`config.mk`:
```
export PLATFORM = sky130hd
export DESIGN_NAME = tlk2711_mc_tx_cmd
export DESIGN_NICKNAME = d
export VERILOG_FILES = /design/src/rtl/tlk2711_mc_tx_cmd.sv
export SDC_FILE = /design/constraint.sdc
export NUM_CORES = 1
export LEC_CHECK = 0
export ABC_CLOCK_PERIOD_IN_PS = 4600
export CELL_PAD_IN_SITES_DETAIL_PLACEMENT = 1
export CELL_PAD_IN_SITES_GLOBAL_PLACEMENT = 2
export CORE_MARGIN = 2
export CORE_UTILIZATION = 29
export DETAILED_ROUTE_END_ITERATION = 8
export GPL_ROUTABILITY_DRIVEN = 0
export PLACE_DENSITY_LB_ADDON = 0.1
export SYNTH_ARGS = -nofsm -noshare
export SYNTH_HDL_FRONTEND = slang
export SYNTH_SLANG_ARGS = --single-unit
```
`constraint.sdc`:
```
create_clock -name clk -period 4.6 [get_ports clk]
set_input_delay 0.92 -clock clk [delete_from_list [all_inputs] [get_ports clk]]
set_output_delay 0.92 -clock clk [all_outputs]
set_load 0.1 [all_outputs]
```
`src/rtl/tlk2711_mc_tx_cmd.sv`:
```
// rtl/tlk2711_mc_tx_cmd.sv - multi-channel TX DMA read command scheduler (round-robin, one command in flight)
// Optional watchdog on the in-flight command: define TLK2711_TX_CMD_TIMEOUT_EN.
module tlk2711_mc_tx_cmd #(
  parameter int ADDR_WIDTH     = 48,
  parameter int DLEN_WIDTH     = 16,
  parameter int CH_NUM         = 4,
  parameter int CH_WIDTH       = 2,
  parameter int TIMEOUT_CYCLES = 65535
) (
  input  logic                             clk,
  input  logic                             rst_n,
  input  logic                             i_soft_rst,
  input  logic [CH_NUM-1:0]                i_tx_start,
  input  logic [CH_NUM*ADDR_WIDTH-1:0]     i_tx_base_addr,
  input  logic [CH_NUM*16-1:0]             i_tx_packet_body,
  input  logic [CH_NUM*16-1:0]             i_tx_packet_tail,
  input  logic [CH_NUM*16-1:0]             i_tx_body_num,
  output logic                             o_rd_cmd_req,
  output logic [DLEN_WIDTH+ADDR_WIDTH-1:0] o_rd_cmd_data,
  output logic [CH_WIDTH-1:0]              o_rd_cmd_ch,
  input  logic                             i_rd_cmd_ack,
  input  logic                             i_dma_rd_last,
  output logic [CH_NUM-1:0]                o_ch_busy,
  output logic [CH_NUM-1:0]                o_ch_done,
  output logic [CH_NUM-1:0]                o_start_err,
  output logic                             o_timeout_irq
);

  typedef enum logic [1:0] {IDLE, ARB, REQ, WAIT_LAST} state_t;

  state_t                  state;
  logic [ADDR_WIDTH-1:0]   ctx_addr     [CH_NUM];
  logic [DLEN_WIDTH-1:0]   ctx_body     [CH_NUM];
  logic [DLEN_WIDTH-1:0]   ctx_tail     [CH_NUM];
  logic [15:0]             ctx_body_rem [CH_NUM];
  logic [CH_NUM-1:0]       ctx_tail_en;
  logic [CH_WIDTH-1:0]     last_ch;
  logic [DLEN_WIDTH-1:0]   cmd_len;
  logic [ADDR_WIDTH-1:0]   cmd_addr;
  logic [CH_WIDTH-1:0]     sel_ch;
  logic [CH_WIDTH-1:0]     rr_idx;
  logic                    sel_found;
  logic                    cur_final;

`ifdef TLK2711_TX_CMD_TIMEOUT_EN
  logic [31:0]             tmo_cnt;
`else
  assign o_timeout_irq = (TIMEOUT_CYCLES == 0) & 1'b0;
`endif

  assign o_rd_cmd_data = {cmd_len, cmd_addr};

  // The tail packet is the last one; otherwise the last body packet ends the job when no tail exists.
  assign cur_final = (ctx_body_rem[o_rd_cmd_ch] == 16'd0) ||
                     ((ctx_body_rem[o_rd_cmd_ch] == 16'd1) && !ctx_tail_en[o_rd_cmd_ch]);

  // Round-robin search starts one past the last served channel.
  always_comb begin
    sel_ch    = '0;
    sel_found = 1'b0;
    rr_idx    = '0;
    for (int i = 1; i <= CH_NUM; i++) begin
      rr_idx = CH_WIDTH'((int'(last_ch) + i) % CH_NUM);
      if (!sel_found && o_ch_busy[rr_idx]) begin
        sel_found = 1'b1;
        sel_ch    = rr_idx;
      end
    end
  end

  always_ff @(posedge clk or negedge rst_n) begin
    if (!rst_n) begin
      state        <= IDLE;
      last_ch      <= CH_WIDTH'(CH_NUM - 1);
      o_rd_cmd_ch  <= '0;
      o_rd_cmd_req <= 1'b0;
      cmd_len      <= '0;
      cmd_addr     <= '0;
      o_ch_busy    <= '0;
      o_ch_done    <= '0;
      o_start_err  <= '0;
      ctx_tail_en  <= '0;
      for (int k = 0; k < CH_NUM; k++) begin
        ctx_addr[k]     <= '0;
        ctx_body[k]     <= '0;
        ctx_tail[k]     <= '0;
        ctx_body_rem[k] <= '0;
      end
`ifdef TLK2711_TX_CMD_TIMEOUT_EN
      tmo_cnt       <= '0;
      o_timeout_irq <= 1'b0;
`endif
    end else if (i_soft_rst) begin
      state        <= IDLE;
      last_ch      <= CH_WIDTH'(CH_NUM - 1);
      o_rd_cmd_ch  <= '0;
      o_rd_cmd_req <= 1'b0;
      cmd_len      <= '0;
      cmd_addr     <= '0;
      o_ch_busy    <= '0;
      o_ch_done    <= '0;
      o_start_err  <= '0;
      ctx_tail_en  <= '0;
      for (int k = 0; k < CH_NUM; k++) begin
        ctx_addr[k]     <= '0;
        ctx_body[k]     <= '0;
        ctx_tail[k]     <= '0;
        ctx_body_rem[k] <= '0;
      end
`ifdef TLK2711_TX_CMD_TIMEOUT_EN
      tmo_cnt       <= '0;
      o_timeout_irq <= 1'b0;
`endif
    end else begin
      o_ch_done   <= '0;
      o_start_err <= '0;

      // A channel finishing this cycle still reads busy here, so its start is rejected.
      for (int k = 0; k < CH_NUM; k++) begin
        if (i_tx_start[k]) begin
          if (o_ch_busy[k]) begin
            o_start_err[k] <= 1'b1;
          end else if ((i_tx_body_num[k*16 +: 16] == 16'd0) &&
                       (i_tx_packet_tail[k*16 +: 16] == 16'd0)) begin
            o_ch_done[k] <= 1'b1;
          end else begin
            ctx_addr[k]     <= i_tx_base_addr[k*ADDR_WIDTH +: ADDR_WIDTH];
            ctx_body[k]     <= DLEN_WIDTH'(i_tx_packet_body[k*16 +: 16]);
            ctx_tail[k]     <= DLEN_WIDTH'(i_tx_packet_tail[k*16 +: 16]);
            ctx_body_rem[k] <= i_tx_body_num[k*16 +: 16];
            ctx_tail_en[k]  <= (i_tx_packet_tail[k*16 +: 16] != 16'd0);
            o_ch_busy[k]    <= 1'b1;
          end
        end
      end

      case (state)
        IDLE: begin
          if (|o_ch_busy) state <= ARB;
        end
        ARB: begin
          if (sel_found) begin
            o_rd_cmd_ch  <= sel_ch;
            last_ch      <= sel_ch;
            cmd_addr     <= ctx_addr[sel_ch];
            cmd_len      <= (ctx_body_rem[sel_ch] != 16'd0) ? ctx_body[sel_ch] : ctx_tail[sel_ch];
            o_rd_cmd_req <= 1'b1;
            state        <= REQ;
          end else begin
            state <= IDLE;
          end
        end
        REQ: begin
          if (i_rd_cmd_ack) begin
            o_rd_cmd_req <= 1'b0;
            state        <= WAIT_LAST;
          end
        end
        WAIT_LAST: begin
          if (i_dma_rd_last) begin
            ctx_addr[o_rd_cmd_ch] <= ctx_addr[o_rd_cmd_ch] + ADDR_WIDTH'(cmd_len);
            if (ctx_body_rem[o_rd_cmd_ch] != 16'd0)
              ctx_body_rem[o_rd_cmd_ch] <= ctx_body_rem[o_rd_cmd_ch] - 16'd1;
            else
              ctx_tail_en[o_rd_cmd_ch] <= 1'b0;
            if (cur_final) begin
              o_ch_busy[o_rd_cmd_ch] <= 1'b0;
              o_ch_done[o_rd_cmd_ch] <= 1'b1;
            end
            state <= IDLE;
          end
        end
        default: state <= IDLE;
      endcase

`ifdef TLK2711_TX_CMD_TIMEOUT_EN
      // Abort overrides whatever the command handshake did this cycle.
      o_timeout_irq <= 1'b0;
      if (state == REQ || state == WAIT_LAST) begin
        if (tmo_cnt == 32'(TIMEOUT_CYCLES - 1)) begin
          tmo_cnt                <= '0;
          o_timeout_irq          <= 1'b1;
          o_ch_busy[o_rd_cmd_ch] <= 1'b0;
          o_ch_done[o_rd_cmd_ch] <= 1'b0;
          o_rd_cmd_req           <= 1'b0;
          state                  <= IDLE;
        end else begin
          tmo_cnt <= tmo_cnt + 32'd1;
        end
      end else begin
        tmo_cnt <= '0;
      end
`endif
    end
  end

endmodule
```
==> results of run 1 <==
worst reg2reg max path: stages, from the launching register on:
cell and delay [ns]:
dfrtp_4 0.78, buf_12 0.34, mux4_2 0.61, ha_1 0.41, nand2_1 0.13, nor3_1 0.32
nand3_1 0.15, a21oi_2 0.15, buf_4 0.31, o21ai_0 0.19, xor2_1 0.41, a21oi_1 0.14
routing by layer:
metal  GRT usage (%)  up-vias  wire (microns)  share of wire (%)
met5               0        -             112              0.078
met4            8.88       18            4620                3.2
met3            4.89      231            9520                6.6
met2            46.6     1047           67400                 47
met1            38.5    14927           62600                 43
li1                -    12722               -                  -
metrics by stage:
step	cell area [sq um]	util, %	power, mW	setup slack (ns)	hold WS [ns]
final	36300	37.7	13.3	0.471	0.297
after global routing	36300	37.7	13.8	0.104	0.345
after CTS	36300	37.7	13.4	0.455	0.374
after detailed placement	34300	35.6	8.43	0.423	0.517
after global placement	34300	35.6	8.38	0.421	0.511
after floorplan	28100	-	6.76	0.00376	0.502
sequential cells by signal, indices dropped and copies added (netlist names):
signal        cells
ctx_body_rem     64
cmd_len          16
o_rd_cmd_ch       2
o_rd_cmd_req      1
ctx_tail         64
ctx_addr        192
o_ch_done         4
o_start_err       4
last_ch           2
ctx_body         64
ctx_tail_en       4
state             2
o_ch_busy         4
cmd_addr         48
power breakdown:
part | internal [mW] | total [mW] | switching [mW]
logic | 1.22 | 3.67 | 2.45
registers | 4.41 | 4.70 | 0.297
clock network | 2.91 | 4.94 | 2.04
total | 8.53 | 13.3 | 4.78
final cells by class:
class	instances	area, sq um
multi-input cells	2629	15100
well taps	1276	1600
clock buffers	90	1810
flip-flops and latches	471	11800
repair buffers	563	5760
clock inverters	16	206
diodes	4	10.0
inverters	16	60.1
fillers	11235	60100
cell families after synthesis:
group,count (synthesis),share of synthesized area (%)
AND/OR/NAND/NOR,1769,27.4
AO/OA/AOI/OAI,724,17.6
other,1,0.0133
adder cells (fa/ha/maj),19,0.872
flip-flops,471,41.9
multiplexers,76,6.00
buffers and inverters,312,4.95
XOR/XNOR,40,1.27
layout by cell type, fill, tap and decap left out, types with 57 or more instances in the layout:
cell type | netlist | layout
a21oi_1 | 275 | 274
a31o_2 | 119 | 119
nor4_1 | 57 | 57
nor2_1 | 98 | 95
a31oi_1 | 71 | 71
a211oi_1 | 85 | 85
dfrtp_1 | 469 | 467
buf_4 | 3 | 67
nand2_1 | 1185 | 1183
clkdlybuf4s50_1 | 0 | 466
clkbuf_16 | 0 | 61
and3_1 | 115 | 114
nand3_1 | 207 | 206
final timing paths:
kind / startpoint / end / slack, ns
setup / recovery: o_rd_cmd_ch[0] / ctx_addr[166] / 0.47
hold / removal: rst_n / ctx_body_rem[5] / 0.30
setup reg to reg: o_rd_cmd_ch[0] / ctx_addr[166] / 0.47
hold reg to reg: cmd_addr[24] / cmd_addr[24] / 0.52
max in group asynchronous: rst_n / ctx_tail[14] / 3.20
min in group clk: cmd_addr[24] / cmd_addr[24] / 0.52
==> impl_metrics.yaml, run 1 <==
cts:
  tritoncts: "done"
  cts_buffers: 61
  clk_latency_ns: 0.66
  cts_setup_buffers: 0
  htree_levels: 2
  hold_buffers: 0
  clk_path_buf_depth: 3
  cts-root-buf: "clkbuf_16"
  numClockSinks: 471
  cts_resized: 0
  cts.clk_slew.worst_paths_ns: 0.06
floorplanning:
  dieArea_sq_um: 99500
  core_area_sq_um: 96400
  die_h_microns: 315
  die_w_microns: 315
  initial_core_util_pct: 29.2
  pin_count: 473
  rows: 114
synth:
  synth_top_area_share_pct: 41.7
  synth.top_cells.by_area: "dfrtp_1 (42%), nand2_1 (16%), a21oi_1 (4.9%)"
  avgSynthCellArea_sq_um: 8.24
  ys_async_sr_fraction_pct: 100
  synth.largest_area_cell: "dfrtp_1"
  synthTopCellsByCount: "nand2_1 (1185), dfrtp_1 (469), a21oi_1 (275), clkbuf_1 (244), nand3_1 (207)"
  synth-main-ff-cell: "dfrtp_1"
  syn_nets: 3824
  yosysSeqAreaShare_pct: 41.9
  synth.distinct_cells: 78
  synth_edf_count: 0
  yosysMostFrequentCell: "nand2_1"
  postSynthCellCount: 3412
  synth_area_sq_um: 28100
  yosysWarnings: 0
  ys_ff_latch: 471
routing:
  routed_wl_microns: 144000
  wire_per_inst_microns: 28.5
  drtIter0Drc: 2202
  dr_total_vias: 28945
  drc: 0
  firstDrtPassIters: 5
  viasPerCell: 5.71
  ant_nets: 0
sta:
  worst_pin_slew_ns: 1.27
  drv_slew: 0
  finalSetupViolCount: 0
  skew_ns: 0.0412
  clock.fmax_mhz: 242
  hold_viol_final: 0
  max_slew_margin_pct: 15.0
  finalSetupTns_ns: 0
  rsz0062_at_grt: "false"
  period_needed_ns: 4.13
  period_share_pct: 89.8
worst_setup_path:
  path_cells: "buf_12 > mux4_2 > ha_1 > nand2_1 > nor3_1 > nand3_1 > a21oi_2 > buf_4 > o21ai_0 > xor2_1 > a21oi_1"
  cp.depth: 11
  cp_top_family: "flip-flops"
  path_max_fanout: 29
  worstSetupPathType: "flip-flop to flip-flop"
  critPathBufInv: 2
  max_stage_delay_ns: 0.78
  critPathSlowestCell: "dfrtp_4"
  worstRegToRegCells: 11
  critPathCaptureType: "flip-flop"
  worstPathRequired_ns: 5.07
  start_kind: "flip-flop"
  worstPathArrival_ns: 4.60
cells_and_area:
  syn2layout_area_growth_pct: 29.2
  layout.nets: 4154
  drive_above_1_share_pct: 10.6
  instances_no_fill: 5065
grt:
  grt_pass1_wl_microns: 211000
  track_usage_pct: 28.5
  overflow: 0
  antenna_found_initial: 13
  grt_max_degree: 145
  grt_pass1_vias: 30619
flow_run:
  drv_cap: 0
pwr:
  vdd_ir_drop_max_uv: 391
  powerDensity_nw_per_um2: 366
  leakagePower_nw: 14.5
placed_design:
  port-buffer-count: 471
  dp_hpwl_microns: 98800
  dp_cells: 4955
run_status:
  status: "complete, no violations"
min_path:
  worstHoldPathType: "input pin to async pin"
(Power assumes the default switching activity.)
==> run 2, diff against run 1 <==
--- a/config.mk
+++ b/config.mk
@@ -12,7 +12,9 @@
 export CORE_UTILIZATION = 29
 export DETAILED_ROUTE_END_ITERATION = 8
 export GPL_ROUTABILITY_DRIVEN = 0
+export HOLD_SLACK_MARGIN = 0.03
 export PLACE_DENSITY_LB_ADDON = 0.1
+export REMOVE_ABC_BUFFERS = 1
 export SYNTH_ARGS = -nofsm -noshare
 export SYNTH_HDL_FRONTEND = slang
 export SYNTH_SLANG_ARGS = --single-unit
==> run 2 against run 1 <==
Effect of this change:
- clock skew down 0.019 ns
- worst setup slack worse by 0.15 ns
- non-clock buffer count up 19
- cell count up 0.45%
- utilization up 0.21 points
- highest routed layer unchanged
==> impl_metrics.yaml, run 2 (synthesis gave the netlist of run 1 again) <==
cells_and_area:
  syn2layout_area_growth_pct: 29.9
  layout.nets: 4172
  fin_area_sq_um: 36500
  largest_reg_flops: 192
  fillers: 11232
  final_cell_mix: "nand2_1 (1183), dfrtp_1 (467), clkdlybuf4s50_1 (467)"
  drive_above_1_share_pct: 11.1
  instances_no_fill: 5088
  regMostFlops: "ctx_addr"
  mostFrequentLayoutCell: "nand2_1"
placed_design:
  port-buffer-count: 471
  dp_cells: 4974
  placed_area_sq_um: 34500
  dp_hpwl_microns: 96500
routing:
  ant_nets: 0
  routed_wl_microns: 144000
  dr_total_vias: 28936
  firstDrtPassIters: 5
  drc: 0
  wire_per_inst_microns: 28.3
  viasPerCell: 5.69
  drtIter0Drc: 2290
run_status:
  status: "complete, no violations"
pwr:
  seqPwrFrac_pct: 35.3
  leakagePower_nw: 14.6
  power_frac_comb_pct: 27.7
  p_int_mw: 8.55
  power.switching_mw: 4.70
  powerDensity_nw_per_um2: 363
  vdd_ir_drop_max_uv: 355
  clockPowerShare_pct: 37.0
  p_sw_share_pct: 35.5
worst_setup_path:
  regToRegStartpoint: "o_rd_cmd_ch[0]"
  path_max_fanout: 27
  worst-r2r-setup-slack_ns: 0.32
  max_stage_delay_ns: 0.81
  rr_endpoint: "ctx_addr[91]"
  worstPathArrival_ns: 4.78
  worstPathRequired_ns: 5.10
  critPathCaptureType: "flip-flop"
  worstSetupPathType: "flip-flop to flip-flop"
  startpoint: "o_rd_cmd_ch[0]"
  crit_end: "ctx_addr[91]"
  start_kind: "flip-flop"
  path_cells: "mux4_2 > ha_1 > a21oi_1 > nand4b_1 > a2111oi_1 > clkdlybuf4s18_2 > or2_2 > o21ai_2 > buf_4 > o41ai_1 > a31oi_1"
  critPathSlowestCell: "dfrtp_4"
  worstRegToRegCells: 11
min_path:
  worstHoldPathType: "input pin to async pin"
cts:
  cts_resized: 0
  numClockSinks: 471
  clk_path_buf_depth: 3
  tritoncts: "done"
  hold_buffers: 0
  cts.clk_slew.worst_paths_ns: 0.06
  cts-root-buf: "clkbuf_16"
  cts_buffers: 60
  htree_levels: 2
  cts_setup_buffers: 0
  clk_latency_ns: 0.65
sta:
  rsz0062_at_grt: "false"
  hold_viol_final: 0
  skew_ns: 0.0226
  period_needed_ns: 4.28
  hold_slack_ns: 0.308
  drv_slew: 0
  period_share_pct: 93.1
  worst_pin_slew_ns: 1.20
  clock.fmax_mhz: 234
  finalSetupViolCount: 0
  max_slew_margin_pct: 19.8
grt:
  antenna_found_initial: 4
  overflow: 0
  grt_pass1_wl_microns: 211000
  track_usage_pct: 28.4
  grt_pass1_vias: 31068
  grt_max_degree: 145
floorplanning:
  die_h_microns: 315
  initial_core_util_pct: 29.2
  core_area_sq_um: 96400
  rows: 114
  dieArea_sq_um: 99500
  pin_count: 473
  die_w_microns: 315
flow_run:
  drv_cap: 0
run 2: area by class of cell:
cell class                      instances  area [sq um]  share of cell area (%)
Multi-Input combinational cell       2629         15100                    41.4
Sequential cell                       471         11800                    32.3
Timing Repair Buffer                  582          5940                    16.3
Clock buffer                           96          1870                    5.11
Tap cell                             1276          1600                    4.37
Clock inverter                         15           153                   0.418
Inverter                               16          60.1                   0.164
Antenna cell                            3          7.51                  0.0205
run 2: stage by stage:
step           setup TNS [ns]  power, mW  setup slack (ns)  utilization [%]
2_1_floorplan         -467.99       6.64             -2.08                -
3_3_place_gp            -8.95       8.36            -0.309             35.8
3_5_place_dp                0       8.42             0.347             35.8
4_1_cts                     0       13.4             0.341             37.9
5_1_grt                     0       13.8             0.115             37.9
6_report                    0       13.3             0.319             37.9
run 2: power by group through the flow:
stage | registers, mW | logic (mW) | clock network, mW
final | 4.68 | 3.68 | 4.90
after detailed placement | 4.75 | 3.67 | 0
after global routing | 4.71 | 3.93 | 5.15
after CTS | 4.67 | 3.68 | 5.00
after global placement | 4.73 | 3.62 | 0
after floorplan | 5.09 | 1.55 | 0
run 2: critical path, delay by kind of cell, from the launching register on:
family	cells	cell delay, ns
flip-flops	1	0.81
adder cells (fa/ha/maj)	1	0.30
AND/OR/NAND/NOR	2	0.43
multiplexers	1	0.61
AO/OA/AOI/OAI	5	1.38
buffers and inverters	2	0.57
run 2: worst min-delay path by stage:
stage	endpoint	slack [ns]
2_1_floorplan	ctx_body[0]	0.50
3_3_place_gp	ctx_tail[25]	0.51
3_5_place_dp	ctx_tail[16]	0.52
4_1_cts	cmd_addr[1]	0.30
5_1_grt	cmd_addr[0]	0.34
6_report	cmd_addr[0]	0.31
run 2: routing by layer:
metal	global-route usage (%)	up-vias	part of all wire, %	routed length (microns)
met5	0	-	0.023	33
met4	9.98	6	3.7	5310
met3	4.01	248	5.7	8270
met2	46.9	1057	47	67300
met1	38.1	14878	44	62900
li1	-	12747	-	-
